## src/rtl/component_delay_elastic.sv

```systemverilog
// Elastic CYCLES-deep delay line: per-stage valid bits, valid/ready handshakes, bubble collapse,
// synchronous flush and registered occupancy. Optional macro COMPONENT_DELAY_ELASTIC_CLEAR_DATA_EN.
module component_delay_elastic #(
  parameter int unsigned WIDTH  = 8,
  parameter int unsigned CYCLES = 4,
  parameter int unsigned CNT_W  = $clog2(CYCLES + 1)
) (
  input  logic             clk,
  input  logic             rst,
  input  logic             in_valid,
  input  logic [WIDTH-1:0] data_in,
  output logic             in_ready,
  output logic             out_valid,
  output logic [WIDTH-1:0] data_out,
  input  logic             out_ready,
  input  logic             flush,
  output logic [CNT_W-1:0] occupancy
);

  logic [CYCLES-1:0] r_valid;
  logic [WIDTH-1:0]  r_data [CYCLES];
  logic [CNT_W-1:0]  r_occ;

  logic [CYCLES:0]   w_ready;
  logic [CYCLES-1:0] w_prev_valid;
  logic [WIDTH-1:0]  w_prev_data [CYCLES];
  logic              w_in_xfer;
  logic              w_out_xfer;

  // Ready ripples back from the output: an empty stage always accepts, closing bubbles.
  always_comb begin
    w_ready[CYCLES] = out_ready;
    for (int i = int'(CYCLES) - 1; i >= 0; i--) begin
      w_ready[i] = !r_valid[i] || w_ready[i+1];
    end
  end

  assign in_ready   = w_ready[0] && !flush;
  assign w_in_xfer  = in_valid && in_ready;
  assign w_out_xfer = out_valid && out_ready;

  always_comb begin
    w_prev_valid[0] = w_in_xfer;
    w_prev_data[0]  = data_in;
    for (int i = 1; i < int'(CYCLES); i++) begin
      w_prev_valid[i] = r_valid[i-1];
      w_prev_data[i]  = r_data[i-1];
    end
  end

  always_ff @(posedge clk or posedge rst) begin
    if (rst) begin
      r_valid <= '0;
    end else if (flush) begin
      r_valid <= '0;
    end else begin
      for (int i = 0; i < int'(CYCLES); i++) begin
        if (w_ready[i]) r_valid[i] <= w_prev_valid[i];
      end
    end
  end

`ifdef COMPONENT_DELAY_ELASTIC_CLEAR_DATA_EN
  // Bubbles carry zero data so data_out reads 0 whenever out_valid is low.
  always_ff @(posedge clk or posedge rst) begin
    if (rst) begin
      for (int i = 0; i < int'(CYCLES); i++) r_data[i] <= '0;
    end else if (flush) begin
      for (int i = 0; i < int'(CYCLES); i++) r_data[i] <= '0;
    end else begin
      for (int i = 0; i < int'(CYCLES); i++) begin
        if (w_ready[i]) r_data[i] <= w_prev_valid[i] ? w_prev_data[i] : '0;
      end
    end
  end
`else
  always_ff @(posedge clk) begin
    for (int i = 0; i < int'(CYCLES); i++) begin
      if (w_ready[i]) r_data[i] <= w_prev_data[i];
    end
  end
`endif

  always_ff @(posedge clk or posedge rst) begin
    if (rst) begin
      r_occ <= '0;
    end else if (flush) begin
      r_occ <= '0;
    end else begin
      r_occ <= r_occ + CNT_W'(w_in_xfer) - CNT_W'(w_out_xfer);
    end
  end

  assign out_valid = r_valid[CYCLES-1];
  assign data_out  = r_data[CYCLES-1];
  assign occupancy = r_occ;

  a_occ_popcount : assert property (@(posedge clk) disable iff (rst)
    int'(r_occ) == $countones(r_valid));
  a_occ_bound : assert property (@(posedge clk) disable iff (rst)
    int'(r_occ) <= int'(CYCLES));

endmodule
```

## config.mk

```make
export PLATFORM = sky130hd
export DESIGN_NAME = component_delay_elastic
export DESIGN_NICKNAME = d
export VERILOG_FILES = /design/src/rtl/component_delay_elastic.sv
export SDC_FILE = /design/constraint.sdc
export NUM_CORES = 1
export LEC_CHECK = 0
export CAP_MARGIN = 20
export CORE_UTILIZATION = 49
export CTS_CLUSTER_SIZE = 20
export DETAILED_ROUTE_END_ITERATION = 12
export GPL_TIMING_DRIVEN = 0
export PLACE_DENSITY = 0.76
export SETUP_SLACK_MARGIN = 0.1
export SYNTH_ARGS = -nofsm -noshare
export SYNTH_HDL_FRONTEND = slang
export SYNTH_SLANG_ARGS = --single-unit
```

## constraint.sdc

```tcl
create_clock -name clk -period 2.9 [get_ports clk]
set_input_delay 0.435 -clock clk [delete_from_list [all_inputs] [get_ports clk]]
set_output_delay 0.435 -clock clk [all_outputs]
set_load 0.02 [all_outputs]
```

# == Word level (Yosys, flattened, before mapping) ==
# Memory sizes are Yosys's and may differ from the RTL's.
# Index checks and enable logic that the tools add are counted.
# word_totals
reg_bits,7
latch_bits,0
mem_bits_rw,32
rom_bits,0
in_bits,13
wordCells,38
mem_count,1
# memory_table
memory,depth,word_bits,read_ports,rd_clocked_by_memory_dff,wr,line_no,rtl
r_data,4,8,4,0,4,21,logic [WIDTH-1:0] r_data [CYCLES];
# classes
add_sub_neg,2
mul,0
div,0
order_cmp,0
eq_ne,0
shift,0
n_mux,14
bitwise,0
reduce_logical,16
# ops
operator,n
$mux 1,12
$reduce_bool 2->1,4
$logic_not 1->1,5
$logic_or 1x1->1,4
$mux 4,1
$add 3x1->3,1
$logic_and 1x1->1,3
$mux 3,1
$sub 3x1->3,1

# == Longest topological paths before layout ==
# Gate-level depths: netlist of run 1.
# depth
ltp_word,10
depth_mapped,10
mapped_depth_nobuf,10

# == Worst setup path before layout of run 1 ==
# Ideal clock, no wire load.
# synth_timing
path_kind,register -> register
start,reg r_valid[3]
end,"reg r_occ[2], in the netlist occupancy[2]"
arrival_ns,2.024
path_slack_ns,0.755
path_stages_with_launch,11
n_path_buf,0
cell_sequence,dfrtp_1 -> and4b_2 -> inv_2 -> o21ai_2 -> ha_1 -> inv_1 -> ha_1 -> inv_1 -> fa_1 -> xnor3_1 -> nor2_1
# synth_via
elab_chain_cells,10
elab_cells_between_ends,11
cone_classes,2 x add/sub; 1 x mux; 8 x reduce/logical
# synth_lines
item,line_no,rtl
from (decl),20,logic [CYCLES-1:0] r_valid;
"from (signal, indexed assignment)",58,if (w_ready[i]) r_valid[i] <= w_prev_valid[i];
$logic_not 1->1,34,w_ready[i] = !r_valid[i] || w_ready[i+1];
$logic_or 1x1->1 (3 in a row),34,
net w_ready[1],24,logic [CYCLES:0] w_ready;
$logic_or 1x1->1,34,
$logic_and 1x1->1,38,assign in_ready = w_ready[0] && !flush;
$logic_and 1x1->1,39,assign w_in_xfer = in_valid && in_ready;
$add 3x1->3,90,r_occ <= r_occ + CNT_W'(w_in_xfer) - CNT_W'(w_out_xfer);
$sub 3x1->3,90,
$mux 3,87,end else if (flush) begin
to (signal assigned),90,
to (decl),22,logic [CNT_W-1:0] r_occ;
# The timed path passes the listed nets, and every way through them passes these cells.
# A chain may end at the register's enable or synchronous reset.

# == Final worst setup path of run 1 ==
# layout_timing
start,in out_ready
end,out in_ready
# layout_via
elab_chain_cells,5
# layout_lines
item,line_no,rtl
from (decl),15,"input logic out_ready,"
$logic_or 1x1->1 (4 in a row),34,
$logic_and 1x1->1,38,
to (decl),12,"output logic in_ready,"
# Every way passes these cells.

==> impl_metrics.json, run 1 <==
{
  "path_common_cell": "clkdlybuf4s50_1",
  "max-cap-violations": 0,
  "grt_overflow": 0,
  "synth_edf_count": 32,
  "relSlewSlack_pct": 69.85,
  "worstSkewPairLatency_ns": 0.32,
  "cts_buffers": 5,
  "grt_pass1_vias": 650,
  "clock_path_buffers": 2,
  "ys.flop_type": "edfxtp_1",
  "cts_setup_buffers": 0,
  "max_freq_mhz": 410.5,
  "drt_iter0_drc": 4,
  "clk_pin_slew_ns": 0.10,
  "outcome": "completed",
  "nets": 114,
  "multi_input_area_sq_um": 171.4,
  "p_clk_share_pct": 24.5,
  "die_height_microns": 54.27,
  "fill_cells": 194,
  "dp_hpwl_microns": 1207,
  "fp.dieArea_sq_um": 2945,
  "drive_gt1_share_pct": 11.11,
  "yosys_warnings": 0,
  "max-vdd-ir-drop_uv": 436.6,
  "worstPathArrival_ns": 2.00,
  "path_class": "input pin to primary output",
  "finalPower_uw": 962.8,
  "clock-root-buffer": "clkbuf_4",
  "setup_viol": 0,
  "place.gp.congestion": 0.7380,
  "synthesis.area_sq_um": 1339,
  "cts_tree": "yes",
  "postRouteAntennaNets": 0,
  "drt-total-wl_microns": 1621,
  "cts_resized": 0,
  "viasPerCell": 4.829,
  "synth-async-reset-ratio_pct": 17.95,
  "final_cell_area_sq_um": 1665,
  "fin_worst_skew_ns": 0.008317,
  "placementRows": 18,
  "core_sq_um": 2522,
  "p_switching_uw": 190.2,
  "io_buffers": 24,
  "worstHoldPathType": "input pin to async pin",
  "cts_hold_buf": 0,
  "seqPwrFrac_pct": 67.2,
  "clock_sinks": 39,
  "swShare_pct": 19.76,
  "slowest_delay_ns": 0.62,
  "htreeDepth": 2,
  "synth_fp_nets": 83,
  "vias": 623,
  "tightest_slew_ns": 0.4508,
  "ys_top_cells_by_count": "edfxtp_1, dfrtp_1, inv_1",
  "hold_ws_ns": 0.3352,
  "maxSlewViolCount": 0,
  "fin_crit_sh_pct": 84.00,
  "ys_seq_elements": 39,
  "power.leakage_uw": 0.0006404,
  "tns_ns": 0,
  "first_pass_iters": 4,
  "seq_area_sq_um": 1136,
  "synth.area.top_cells": "edfxtp_1, dfrtp_1, ha_1",
  "combPwrFrac_pct": 8.3,
  "synth.distinct_cells": 19,
  "placed_area_sq_um": 1617,
  "worstPathMaxFanout": 4,
  "die_w_microns": 54.27,
  "worstSetupEndpointType": "primary output",
  "synth.most_common_cell": "edfxtp_1",
  "io-pin-count": 26,
  "syn_to_final_growth_pct": 24.39,
  "syn_avg_cell_area_sq_um": 19.98,
  "post-route-min-period_ns": 2.436,
  "grt_pass1_wl_microns": 2656,
  "p_per_area_nw_per_um2": 578.1,
  "cp_slowest_cell": "clkdlybuf4s50_1",
  "crit_chain": "clkdlybuf4s50_1 > and4b_2 > a21oi_1 > clkdlybuf4s50_1",
  "antennaDiodeCount": 0,
  "seq_area_frac_synth_pct": 84.86,
  "p_int_uw": 772.5,
  "synth_top_area_cell": "edfxtp_1",
  "wire_per_inst_microns": 12.57,
  "grt_max_degree": 12,
  "start_util_pct": 53.08,
  "rsz0062_at_grt": "no",
  "netlist_instances": 67,
  "antenna_found_initial": 0,
  "start_kind": "input pin",
  "place_inst": 121,
  "required_ns": 2.47,
  "track_usage_pct": 13.97,
  "hold_viol": 0,
  "yosysTopAreaCellShare_pct": 71.78,
  "drc": 0,
  "fin_cells": 129
}
registers in the layout, indices dropped and copies added (netlist names):
| name | flops |
|---|---|
| r_valid | 4 |
| r_data | 32 |
| occupancy | 3 |
layout by cell type, fill, tap and decap left out, types with 2 or more instances in the layout:
cell	netlist	layout
dfrtp_1	7	7
edfxtp_1	32	32
a21oi_1	3	3
clkbuf_4	0	5
nand3b_1	2	2
clkdlybuf4s50_1	0	24
nor2b_1	2	2
nor2_1	2	2
ha_1	2	2
clkinv_1	0	2
inv_1	6	6
metrics by stage:
stage | worst slack [ns] | utilization [%]
2_1_floorplan | 0.7551 | -
3_3_place_gp | 0.1917 | 64.09
3_5_place_dp | 0.1587 | 64.09
4_1_cts | 0.4810 | 66.02
5_1_grt | 0.3936 | 66.02
6_report | 0.4641 | 66.02
cell families (layout without fill, tap and decap cells):
family	count (synthesis)	count (layout)	synth area share, %
AND/OR/NAND/NOR	10	10	4.766
XOR/XNOR	1	1	1.682
adder cells (fa/ha/maj)	3	3	3.364
AO/OA/AOI/OAI	6	6	2.991
flip-flops	39	39	84.86
buffers and inverters	8	40	2.336
final timing paths:
kind / start / endpoint / slack, ns / cells past startpoint
min in group clk: flush / r_valid[1] / 0.39 / 2
min reg2reg: r_data[1][7] / r_data[2][7] / 0.42 / 0
max in group asynchronous: rst / r_valid[2] / 2.34 / 2
min: rst / occupancy[1] / 0.34 / 2
max: out_ready / in_ready / 0.46 / 4
max reg2reg: r_valid[3] / occupancy[2] / 0.70 / 10
metal layers:
layer | share of wire [%] | GRT usage, % | vias to the layer above
met5 | 0 | 0 | -
met4 | 0 | 5.556 | 0
met2 | 54 | 23.37 | 22
li1 | - | - | 304
met1 | 40 | 14.04 | 297
met3 | 5.9 | 8.333 | 0
critical path, delay by kind of cell:
kind / cells / cell delay [ns]
compound gates: 1 / 0.17
buf+inv: 2 / 1.13
simple gates: 1 / 0.27
final cells by class:
class	instances	area share, %
Buffer	1	0.3005
Clock buffer	6	2.479
Clock inverter	2	0.4508
Inverter	7	1.578
Multi-Input combinational cell	20	10.29
Sequential cell	39	68.22
Tap cell	30	2.254
Timing Repair Buffer	24	14.43
power groups by stage:
stage          clock network [uW]  logic (uW)  registers, uW
2_1_floorplan                   0        22.2            673
3_3_place_gp                    0        77.7            658
3_5_place_dp                    0        80.4            660
4_1_cts                       249        80.9            648
5_1_grt                       273        87.3            651
6_report                      236        79.9            647
Power figures use the tool's default switching activity.
==> inputs of run 2 (changes only) <==
--- a/config.mk
+++ b/config.mk
@@ -6,11 +6,11 @@
 export NUM_CORES = 1
 export LEC_CHECK = 0
 export CAP_MARGIN = 20
-export CORE_UTILIZATION = 49
+export CORE_UTILIZATION = 44
 export CTS_CLUSTER_SIZE = 20
 export DETAILED_ROUTE_END_ITERATION = 12
 export GPL_TIMING_DRIVEN = 0
-export PLACE_DENSITY = 0.76
+export PLACE_DENSITY = 0.72
 export SETUP_SLACK_MARGIN = 0.1
 export SYNTH_ARGS = -nofsm -noshare
 export SYNTH_HDL_FRONTEND = slang
==> constraint.sdc (replaced) <==
create_clock -name clk -period 2.2 [get_ports clk]
set_input_delay 0.33 -clock clk [delete_from_list [all_inputs] [get_ports clk]]
set_output_delay 0.33 -clock clk [all_outputs]
set_load 0.02 [all_outputs]
==> run 2 against run 1 <==
  * Hold slack lost 0.13 ns
  * Die area is 11% higher
  * Critical endpoint is now occupancy[2]
  * The run now ends with DRC left
  * Clock skew fell by 0.0015 ns
==> impl_metrics.json, run 2 (synthesis gave the netlist of run 1 again) <==
{
  "grt_max_degree": 15,
  "vias": 622,
  "worstSkewPairLatency_ns": 0.34,
  "syn_to_final_growth_pct": 27.76,
  "worstSetupEndpointType": "register",
  "drive_gt1_share_pct": 18.63,
  "worstHoldPathType": "input pin to async pin",
  "wire_per_inst_microns": 12.01,
  "grt_pass1_vias": 640,
  "finalPower_uw": 1324,
  "slowest_delay_ns": 0.40,
  "cts_buffers": 5,
  "regMostFlops": "r_data",
  "place.gp.congestion": 0.7250,
  "cts_hold_buf": 0,
  "htreeDepth": 2,
  "max-cap-violations": 0,
  "antenna_found_initial": 0,
  "post-route-min-period_ns": 2.043,
  "nets": 117,
  "worstPathMaxFanout": 4,
  "core_sq_um": 2829,
  "clock_sinks": 39,
  "clk_pin_slew_ns": 0.12,
  "die_height_microns": 57.16,
  "crit_chain": "and4b_2 > inv_4 > o21ai_2 > ha_1 > inv_1 > ha_1 > inv_1 > fa_2 > xnor3_1 > nor2_1",
  "cts_tree": "yes",
  "outcome": "finished, violations left",
  "rsz0062_at_grt": "yes",
  "tightest_slew_ns": 0.4494,
  "drt_iter0_drc": 8,
  "path_class": "register to register",
  "dp_slack_ns": -0.4354,
  "first_pass_iters": 9,
  "grt_pass1_wl_microns": 2766,
  "worst_slack_ns": 0.1568,
  "max_freq_mhz": 489.4,
  "worstPathBufferInverterCount": 3,
  "final_common_cell": "edfxtp_1",
  "track_usage_pct": 12.51,
  "r2r-end": "occupancy[2]",
  "cp_slowest_cell": "dfrtp_2",
  "relSlewSlack_pct": 69.95,
  "viasPerCell": 4.677,
  "fin_worst_skew_ns": 0.006801,
  "die_w_microns": 57.16,
  "fp.dieArea_sq_um": 3267,
  "r2r_cells": 10,
  "start_util_pct": 47.32,
  "maxSlewViolCount": 0,
  "io-pin-count": 26,
  "multi_input_area_sq_um": 173.9,
  "io_buffers": 24,
  "violations": "DRC",
  "antennaDiodeCount": 0,
  "placementRows": 19,
  "tns_ns": 0,
  "p_per_area_nw_per_um2": 774.1,
  "crit_family": "adder cells",
  "drc": 1,
  "drt-total-wl_microns": 1597,
  "largest_register_ffs": 32,
  "dp_hpwl_microns": 1149,
  "seq_area_sq_um": 1137,
  "final_cell_mix": "edfxtp_1, clkdlybuf4s50_1, inv_1, dfrtp_1, clkbuf_4",
  "r2r_start": "r_valid[3]",
  "fin_crit_sh_pct": 92.87,
  "fill_cells": 219,
  "rrSetupSlack_ns": 0.16,
  "setup_viol": 0,
  "clock-root-buffer": "clkbuf_4",
  "worstPathArrival_ns": 2.28,
  "max-vdd-ir-drop_uv": 616.3,
  "start_kind": "register",
  "required_ns": 2.44,
  "grt_overflow": 0,
  "clock_path_buffers": 2,
  "hold_viol": 0,
  "power.leakage_uw": 0.0006685,
  "postRouteAntennaNets": 0
}
==> run 2: repair_timing <==
action | CTS | global route
endpoints found under the setup margin | 3 | 2
buffers inserted | 1 | 2
pin swaps | 0 | 0
gates resized for setup | 2 | 1
cloned | 0 | 0
==> run 2: worst max path at each step <==
| stage | startpoint | endpoint | depth (start not counted) |
|---|---|---|---|
| floorplan | r_valid[3] | occupancy[2] | 10 |
| finish | r_valid[3] | occupancy[2] | 10 |
| detailed placement | out_ready | occupancy[2] | 11 |
| global placement | out_ready | occupancy[2] | 11 |
| CTS | out_ready | occupancy[2] | 11 |
| global route | r_valid[2] | occupancy[2] | 10 |
==> run 2: per-stage QoR <==
stage                     area (sq um)  hold WS (ns)  cells  utilization [%]
after floorplan                   1343        0.1333     67                -
after global placement            1622        0.4011    122            57.32
after detailed placement          1622        0.4045    122            57.32
after CTS                         1693        0.1913    131            59.84
after global routing              1710        0.2255    133            60.46
final                             1710        0.2083    133            60.46
==> run 2: final cells by class <==
type	count	share of cell area, %
Multi-Input combinational cell	20	10.17
Sequential cell	39	66.50
Clock inverter	3	1.463
Buffer	1	0.2926
Tap cell	31	2.268
Inverter	7	1.683
Clock buffer	5	2.195
Timing Repair Buffer	27	15.44
==> run 2: power by group <==
part           switching, uW  leakage, uW  internal, uW
logic                   44.5     0.000206          60.9
clock network            238    0.0000314           128
registers               14.0     0.000431           839
total                    296     0.000668          1030
==> run 2: metal layers <==
layer	global-route usage (%)	share of wire [%]	vias up
li1	-	-	309
met1	12.87	38	287
met2	20.17	52	22
met3	6.122	7.0	4
met4	8.362	3.1	0
met5	0	0	-
